--- src/rtl/vga_timing_pkg.sv ---
// Shared constants and helpers for the VGA raster timing generator.
// The localparams describe the 640x480 @ 60 Hz mode driven from a 50 MHz clock.
package vga_timing_pkg;

   localparam int mode_clk_mhz    = 50;
   localparam int mode_pixel_mhz  = 25;
   localparam int mode_h_active   = 640;
   localparam int mode_h_front    = 16;
   localparam int mode_h_sync     = 96;
   localparam int mode_h_back     = 48;
   localparam int mode_v_active   = 480;
   localparam int mode_v_front    = 10;
   localparam int mode_v_sync     = 2;
   localparam int mode_v_back     = 33;
   localparam bit mode_h_sync_pol = 1'b0;
   localparam bit mode_v_sync_pol = 1'b0;

   // True while cnt lies inside the sync window [start, start+len-1].
   function automatic logic sync_active(input int unsigned cnt,
                                        input int unsigned start,
                                        input int unsigned len);
      sync_active = (cnt >= start) && (cnt < (start + len));
   endfunction

endpackage

--- src/rtl/vga_timing_if.sv ---
// Raster timing bundle: pixel strobe, beam coordinates, syncs and active-video flag.
// The generator drives it through the master modport; pixel stages read it as slave.
interface vga_timing_if #(
   parameter int w_x = 10,
   parameter int w_y = 10
);

   logic           pixel_strobe;
   logic [w_x-1:0] x;
   logic [w_y-1:0] y;
   logic           hsync;
   logic           vsync;
   logic           display_on;
   logic           frame_start;

   modport master (
      output pixel_strobe, x, y, hsync, vsync, display_on, frame_start
   );

   modport slave (
      input pixel_strobe, x, y, hsync, vsync, display_on, frame_start
   );

endinterface

--- src/rtl/vga_timing_strobe_gen.sv ---
// Slow-enable generator: counts 0..div-1 and raises strobe on the last count.
// With div = 1 the counter never leaves zero and strobe is permanently high.
module strobe_gen #(
   parameter int div = 2
) (
   input  logic clk,
   input  logic rst,
   output logic strobe
);

   localparam int w_cnt = (div > 1) ? $clog2(div) : 1;
   localparam logic [w_cnt-1:0] cnt_last = w_cnt'(div - 1);

   logic [w_cnt-1:0] div_cnt_r;

   // Divider counter: wraps after the last count, restarts at zero on reset.
   always_ff @(posedge clk) begin
      if (rst) begin
         div_cnt_r <= {w_cnt{1'b0}};
      end else if (div_cnt_r == cnt_last) begin
         div_cnt_r <= {w_cnt{1'b0}};
      end else begin
         div_cnt_r <= div_cnt_r + w_cnt'(1);
      end
   end

   assign strobe = (div_cnt_r == cnt_last);

endmodule

--- src/rtl/vga_timing_gen.sv ---
// Raster timing generator: beam counters advanced by a divided pixel enable,
// with every output registered from the counters' next values so that the
// coordinates, syncs and active flag change together on the strobe edge.
module vga_timing_gen
   import vga_timing_pkg::*;
#(
   parameter int clk_mhz    = mode_clk_mhz,
   parameter int pixel_mhz  = mode_pixel_mhz,
   parameter int h_active   = mode_h_active,
   parameter int h_front    = mode_h_front,
   parameter int h_sync     = mode_h_sync,
   parameter int h_back     = mode_h_back,
   parameter int v_active   = mode_v_active,
   parameter int v_front    = mode_v_front,
   parameter int v_sync     = mode_v_sync,
   parameter int v_back     = mode_v_back,
   parameter bit h_sync_pol = mode_h_sync_pol,
   parameter bit v_sync_pol = mode_v_sync_pol,
   parameter int w_x        = $clog2(h_active + h_front + h_sync + h_back),
   parameter int w_y        = $clog2(v_active + v_front + v_sync + v_back)
) (
   input  logic         clk,
   input  logic         rst,
   vga_timing_if.master vga
);

   localparam int clk_div = clk_mhz / pixel_mhz;
   localparam int h_total = h_active + h_front + h_sync + h_back;
   localparam int v_total = v_active + v_front + v_sync + v_back;

   localparam logic [w_x-1:0] h_last = w_x'(h_total - 1);
   localparam logic [w_y-1:0] v_last = w_y'(v_total - 1);

   localparam int unsigned h_act_u   = 32'(h_active);
   localparam int unsigned v_act_u   = 32'(v_active);
   localparam int unsigned h_start_u = 32'(h_active + h_front);
   localparam int unsigned v_start_u = 32'(v_active + v_front);
   localparam int unsigned h_len_u   = 32'(h_sync);
   localparam int unsigned v_len_u   = 32'(v_sync);

   localparam logic h_pol = h_sync_pol ? 1'b1 : 1'b0;
   localparam logic v_pol = v_sync_pol ? 1'b1 : 1'b0;

   // The pixel period must be a whole number of system clocks.
   generate
      if ((clk_div < 1) || ((clk_div * pixel_mhz) != clk_mhz)) begin : g_bad_div
         $error("vga_timing_gen: clk_mhz must be an integer multiple (>= 1) of pixel_mhz");
      end
   endgenerate

   logic           pix_en_s;
   logic [w_x-1:0] h_cnt_r;
   logic [w_y-1:0] v_cnt_r;
   logic [w_x-1:0] h_next_s;
   logic [w_y-1:0] v_next_s;
   logic           hsync_next_s;
   logic           vsync_next_s;
   logic           display_next_s;
   logic           frame_next_s;

   logic           strobe_r;
   logic           frame_r;
   logic           hsync_r;
   logic           vsync_r;
   logic           display_r;
   logic [w_x-1:0] x_r;
   logic [w_y-1:0] y_r;

   strobe_gen #(
      .div (clk_div)
   ) u_strobe_gen (
      .clk    (clk),
      .rst    (rst),
      .strobe (pix_en_s)
   );

   // Next beam position: horizontal wrap carries into the vertical counter.
   always_comb begin
      h_next_s = h_cnt_r;
      v_next_s = v_cnt_r;
      if (h_cnt_r == h_last) begin
         h_next_s = {w_x{1'b0}};
         if (v_cnt_r == v_last) begin
            v_next_s = {w_y{1'b0}};
         end else begin
            v_next_s = v_cnt_r + w_y'(1);
         end
      end else begin
         h_next_s = h_cnt_r + w_x'(1);
      end
   end

   // Decode syncs, active video and frame origin from the next position.
   always_comb begin
      hsync_next_s   = sync_active(32'(h_next_s), h_start_u, h_len_u) ? h_pol : ~h_pol;
      vsync_next_s   = sync_active(32'(v_next_s), v_start_u, v_len_u) ? v_pol : ~v_pol;
      display_next_s = (32'(h_next_s) < h_act_u) && (32'(v_next_s) < v_act_u);
      frame_next_s   = (h_next_s == {w_x{1'b0}}) && (v_next_s == {w_y{1'b0}});
   end

   // Beam counters: parked at the last pixel so the first enable lands on (0,0).
   always_ff @(posedge clk) begin
      if (rst) begin
         h_cnt_r <= h_last;
         v_cnt_r <= v_last;
      end else if (pix_en_s) begin
         h_cnt_r <= h_next_s;
         v_cnt_r <= v_next_s;
      end else begin
         h_cnt_r <= h_cnt_r;
         v_cnt_r <= v_cnt_r;
      end
   end

   // Output registers: pulses last one clock, pixel values hold for the whole period.
   always_ff @(posedge clk) begin
      if (rst) begin
         strobe_r  <= 1'b0;
         frame_r   <= 1'b0;
         x_r       <= {w_x{1'b0}};
         y_r       <= {w_y{1'b0}};
         hsync_r   <= ~h_pol;
         vsync_r   <= ~v_pol;
         display_r <= 1'b0;
      end else begin
         strobe_r <= pix_en_s;
         frame_r  <= pix_en_s & frame_next_s;
         if (pix_en_s) begin
            x_r       <= h_next_s;
            y_r       <= v_next_s;
            hsync_r   <= hsync_next_s;
            vsync_r   <= vsync_next_s;
            display_r <= display_next_s;
         end else begin
            x_r       <= x_r;
            y_r       <= y_r;
            hsync_r   <= hsync_r;
            vsync_r   <= vsync_r;
            display_r <= display_r;
         end
      end
   end

   assign vga.pixel_strobe = strobe_r;
   assign vga.frame_start  = frame_r;
   assign vga.x            = x_r;
   assign vga.y            = y_r;
   assign vga.hsync        = hsync_r;
   assign vga.vsync        = vsync_r;
   assign vga.display_on   = display_r;

endmodule

--- src/flat_wrapper.sv ---
// flat-port wrapper written by rule: the top's interface ports become plain ports
module vga_timing_gen_flat import vga_timing_pkg::*;
#(
   parameter int clk_mhz    = mode_clk_mhz,
   parameter int pixel_mhz  = mode_pixel_mhz,
   parameter int h_active   = mode_h_active,
   parameter int h_front    = mode_h_front,
   parameter int h_sync     = mode_h_sync,
   parameter int h_back     = mode_h_back,
   parameter int v_active   = mode_v_active,
   parameter int v_front    = mode_v_front,
   parameter int v_sync     = mode_v_sync,
   parameter int v_back     = mode_v_back,
   parameter bit h_sync_pol = mode_h_sync_pol,
   parameter bit v_sync_pol = mode_v_sync_pol,
   parameter int w_x        = $clog2(h_active + h_front + h_sync + h_back),
   parameter int w_y        = $clog2(v_active + v_front + v_sync + v_back)
)
  (clk, rst, vga_pixel_strobe, vga_x, vga_y, vga_hsync, vga_vsync, vga_display_on, vga_frame_start);
  vga_timing_if #(.w_x(w_x), .w_y(w_y)) vga_i ();
  input  logic clk;
  input  logic rst;
  output wire logic [$bits(vga_i.pixel_strobe)-1:0] vga_pixel_strobe;
  output wire logic [$bits(vga_i.x)-1:0] vga_x;
  output wire logic [$bits(vga_i.y)-1:0] vga_y;
  output wire logic [$bits(vga_i.hsync)-1:0] vga_hsync;
  output wire logic [$bits(vga_i.vsync)-1:0] vga_vsync;
  output wire logic [$bits(vga_i.display_on)-1:0] vga_display_on;
  output wire logic [$bits(vga_i.frame_start)-1:0] vga_frame_start;
  assign vga_pixel_strobe = vga_i.pixel_strobe;
  assign vga_x = vga_i.x;
  assign vga_y = vga_i.y;
  assign vga_hsync = vga_i.hsync;
  assign vga_vsync = vga_i.vsync;
  assign vga_display_on = vga_i.display_on;
  assign vga_frame_start = vga_i.frame_start;
  vga_timing_gen #(.clk_mhz(clk_mhz), .pixel_mhz(pixel_mhz), .h_active(h_active), .h_front(h_front), .h_sync(h_sync), .h_back(h_back), .v_active(v_active), .v_front(v_front), .v_sync(v_sync), .v_back(v_back), .h_sync_pol(h_sync_pol), .v_sync_pol(v_sync_pol), .w_x(w_x), .w_y(w_y)) u_core (.clk(clk), .rst(rst), .vga(vga_i));
endmodule
--- config.mk ---
export PLATFORM = sky130hd
export DESIGN_NAME = vga_timing_gen_flat
export DESIGN_NICKNAME = d
export VERILOG_FILES = /design/src/rtl/vga_timing_pkg.sv /design/src/rtl/vga_timing_if.sv /design/src/rtl/vga_timing_strobe_gen.sv /design/src/rtl/vga_timing_gen.sv /design/src/flat_wrapper.sv
export SDC_FILE = /design/constraint.sdc
export NUM_CORES = 1
export LEC_CHECK = 0
export BUFFER_PORTS_ARGS = -buffer_cell sky130_fd_sc_hd__clkbuf_2
export CORE_MARGIN = 2
export CORE_UTILIZATION = 55
export DETAILED_ROUTE_END_ITERATION = 10
export GPL_ROUTABILITY_DRIVEN = 0
export PLACE_DENSITY = 0.77
export SKIP_LAST_GASP = 1
export SLEW_MARGIN = 20
export SYNTH_ARGS = -nofsm -noshare
export SYNTH_HDL_FRONTEND = slang
export SYNTH_SLANG_ARGS = --single-unit
--- constraint.sdc ---
create_clock -name clk -period 3.7 [get_ports clk]
set_input_delay 0.74 -clock clk [delete_from_list [all_inputs] [get_ports clk]]
set_output_delay 0.74 -clock clk [all_outputs]
set_load 0.03 [all_outputs]
==> qor.log <==
INFO  status         result_of_the_run=complete, no violations
INFO  detailed_routing routed_via_density=5.93
INFO  placement      numPortBuffers=26
INFO  timing         setup_viol_count_final=0
INFO  timing         final_worst_path_cycle_share=0.719
INFO  placement      dp_hpwl=3.00mm
INFO  die            core_area=3610um^2
INFO  synthesis      netlist-cell-type-count=55
INFO  die            fp.dieArea=4230um^2
INFO  detailed_routing drt-total-wl=4.41mm
INFO  clock_network  post_cts.repair.setup_buffers=0
INFO  die            chipWidth=65.0um
INFO  timing         final.setup.worst_slack=1.04ns
INFO  timing         timing_worst_slew_pin_value=0.594ns
INFO  detailed_routing initialDrtViolationCount=149
INFO  worst_hold_path min_path_type=reg2reg
INFO  global_route   antenna_violations_before_repair=0
INFO  critical_path  cp_max_fo=13
INFO  timing         drv_slew=0
INFO  cells_and_area layout.area.seq=721um^2
INFO  timing         max_slew_margin=0.599
INFO  clock_network  clock_latency=0.29ns
INFO  clock_network  hold_buffers=0
INFO  critical_path  critPathCaptureType=register
INFO  placement      dp_cells=302
INFO  timing         timing_hold_violations_final=0
INFO  global_route   global_route_wire_length_before_repair=7.31mm
INFO  die            effective_utilization_at_floorplan=0.568
INFO  timing         fin_worst_skew=0.00634ns
INFO  timing         final_period_minus_worst_setup_slack=2.66ns
INFO  synthesis      synth_area=2050um^2
INFO  global_route   number_of_global_route_vias_before_repair=1623
INFO  detailed_routing vias=1838
INFO  detailed_routing drt_first_pass_iters=5
INFO  detailed_routing wl_per_cell=14.2um
INFO  clock_network  cts_buffers=5
INFO  clock_network  path_clk_slew=0.07ns
INFO  timing         timing.fmax=0.376GHz
INFO  clock_network  clkSinkCount=36
INFO  clock_network  cts_tree=done
INFO  synthesis      synth_seq_cells=36
INFO  synthesis      sequential_share_of_the_synthesized_area=0.352
INFO  critical_path  timing.critical_path.arrival=2.87ns
INFO  synthesis      synthesis.area_per_instance=8.09um^2
INFO  cells_and_area final-instance-count-excl-fill=310
INFO  cells_and_area design.final.nets=267
INFO  synthesis      postSynthNetCount=259
INFO  clock_network  max-clock-path-buffers=2
INFO  flow_run       maxcap_viol_count=0
INFO  detailed_routing postRouteAntennaNets=0
INFO  global_route   overflow=0
INFO  cells_and_area multi_input_area=1120um^2
INFO  synthesis      synth_top_flop_cell=dfxtp_1
INFO  critical_path  worst_ep_required_time=3.91ns
INFO  clock_network  postCtsResizedCells=0
INFO  synthesis      synth-async-reset-ratio=0
INFO  clock_network  h-tree-depth=2
INFO  synthesis      yosys_warnings=0
INFO  die            chipHeight=65.0um
INFO  pwr            power.density_cell_area=462nW/um^2
INFO  cells_and_area final_layout_size_suffix_gt1_frac=0.172
INFO  cells_and_area final_core_util=0.603
INFO  detailed_routing route.detailed.drc=0
INFO  synthesis      synth_enable_flop_cells=0
INFO  critical_path  setup.worst_path.start_class=register
INFO  timing         unrepaired_setup_endpoints_after_global_routing=no
INFO  cells_and_area antenna-diode-count=0
INFO  global_route   grt_util_all_layers=0.225
INFO  pwr            static_power_due_to_leakage=0.858nW
INFO  pwr            p_total=1.00mW
INFO  critical_path  critPathKind=reg2reg
INFO  cells_and_area fillerInstances=360
INFO  synthesis      post_synth_inst_count=253
INFO  die            num_rows=22
INFO  clock_network  root_buffer=clkbuf_8
INFO  placement      dpl_worst_slack=1.05ns
INFO  cells_and_area layout-area-overhead-vs-synth=6.23%
INFO  global_route   maximum_number_of_pins_on_one_net_before_global_route_repair=30
INFO  pwr            ir_worst_vdd=0.220mV
INFO  timing         setup_total_negative_slack=0ns
INFO  die            io_pins=27
-- cell families (layout without fill, tap and decap cells) --
logic type / count (synthesis) / after routing / synth area share
compound gates: 59 / 59 / 0.193
buf+inv: 37 / 46 / 0.102
fa+ha+maj: 4 / 4 / 0.0245
flops: 36 / 36 / 0.352
xor+xnor: 13 / 13 / 0.0556
simple gates: 104 / 104 / 0.273
-- cell usage in the layout (no fill, tap or decap), drive strengths merged, types with 10 or more instances in the layout --
cell type / netlist / final
a21oi: 17 / 17
clkbuf: 10 / 34
dfxtp: 36 / 36
nand2: 21 / 21
nand3: 14 / 14
nor2: 26 / 26
nor3: 15 / 15
o21ai: 10 / 10
-- layer usage --
layer / share of wire / up-vias / global-route usage / wire [um]
li1: - / 917 / - / -
met1: 0.47 / 842 / 0.315 / 2090
met2: 0.43 / 69 / 0.330 / 1920
met3: 0.069 / 10 / 0.0417 / 303
met4: 0.022 / 0 / 0.106 / 98
met5: 0 / - / 0 / 0
-- report_power, final --
part / switching, mW / internal [mW] / leakage [nW]
clock network: 0.138 / 0.152 / 0.0455
registers: 0.0324 / 0.415 / 0.295
logic: 0.173 / 0.0946 / 0.518
total: 0.343 / 0.661 / 0.858
-- registers in the layout, summed over array words and instances, names as in the netlist --
name                        flops
u_core.vga.display_on           1
u_core.vga.vsync                1
u_core.vga.pixel_strobe         1
u_core.h_cnt_r                  7
u_core.vga.y                   10
u_core.vga.frame_start          1
u_core.u_strobe_gen.strobe      1
u_core.vga.x                   10
u_core.v_cnt_r                  3
u_core.vga.hsync                1
-- cell type report --
cell class	instances	area share
repair buffers	29	0.0702
flip-flops and latches	36	0.331
well taps	48	0.0276
multi-input cells	180	0.514
inverters	9	0.0155
clock buffers	8	0.0414
-- final timing paths --
check | start | endpoint | slack [ns] | depth (start not counted)
worst max-delay path | u_core.v_cnt_r[3] | u_core.vga.frame_start | 1.04 | 6
worst min-delay path | u_core.vga.display_on | u_core.vga.display_on | 0.46 | 2
worst max register to register | u_core.v_cnt_r[3] | u_core.vga.frame_start | 1.04 | 6
worst min register to register | u_core.vga.display_on | u_core.vga.display_on | 0.46 | 2
-- stage by stage --
step                      hold WS, ns  instance area, um^2
after floorplan                 0.488                 2050
after global placement          0.443                 2080
after detailed placement        0.451                 2080
after CTS                       0.468                 2170
after global routing            0.484                 2170
final                           0.456                 2170
-- cells in the mapped netlist (3+ instances only) --
cell type,instances,area (um^2)
dfxtp_1,36,721
nor2_1,26,97.6
nand2_1,21,78.8
a21oi_1,17,85.1
nor3_1,14,70.1
nand3_1,13,65.1
buf_4,10,75.1
clkbuf_1,10,37.5
o21ai_0,10,50.1
a211oi_1,9,67.6
inv_1,9,33.8
xnor2_1,9,78.8
buf_6,4,45.0
ha_1,4,50.1
xor2_1,4,35.0
nand2b_1,3,18.8
nor4_1,3,18.8
o21bai_1,3,22.5
o22ai_1,3,18.8
-- critical path: stages, from the launching register on --
cell and delay (ns):
dfxtp_1 0.54, or4b_4 0.53, nor4_4 0.49, o2111a_2 0.31, o22ai_1 0.10, or3b_1 0.40, nor4_2 0.21
No activity file was read; power rests on OpenSTA's default activity.
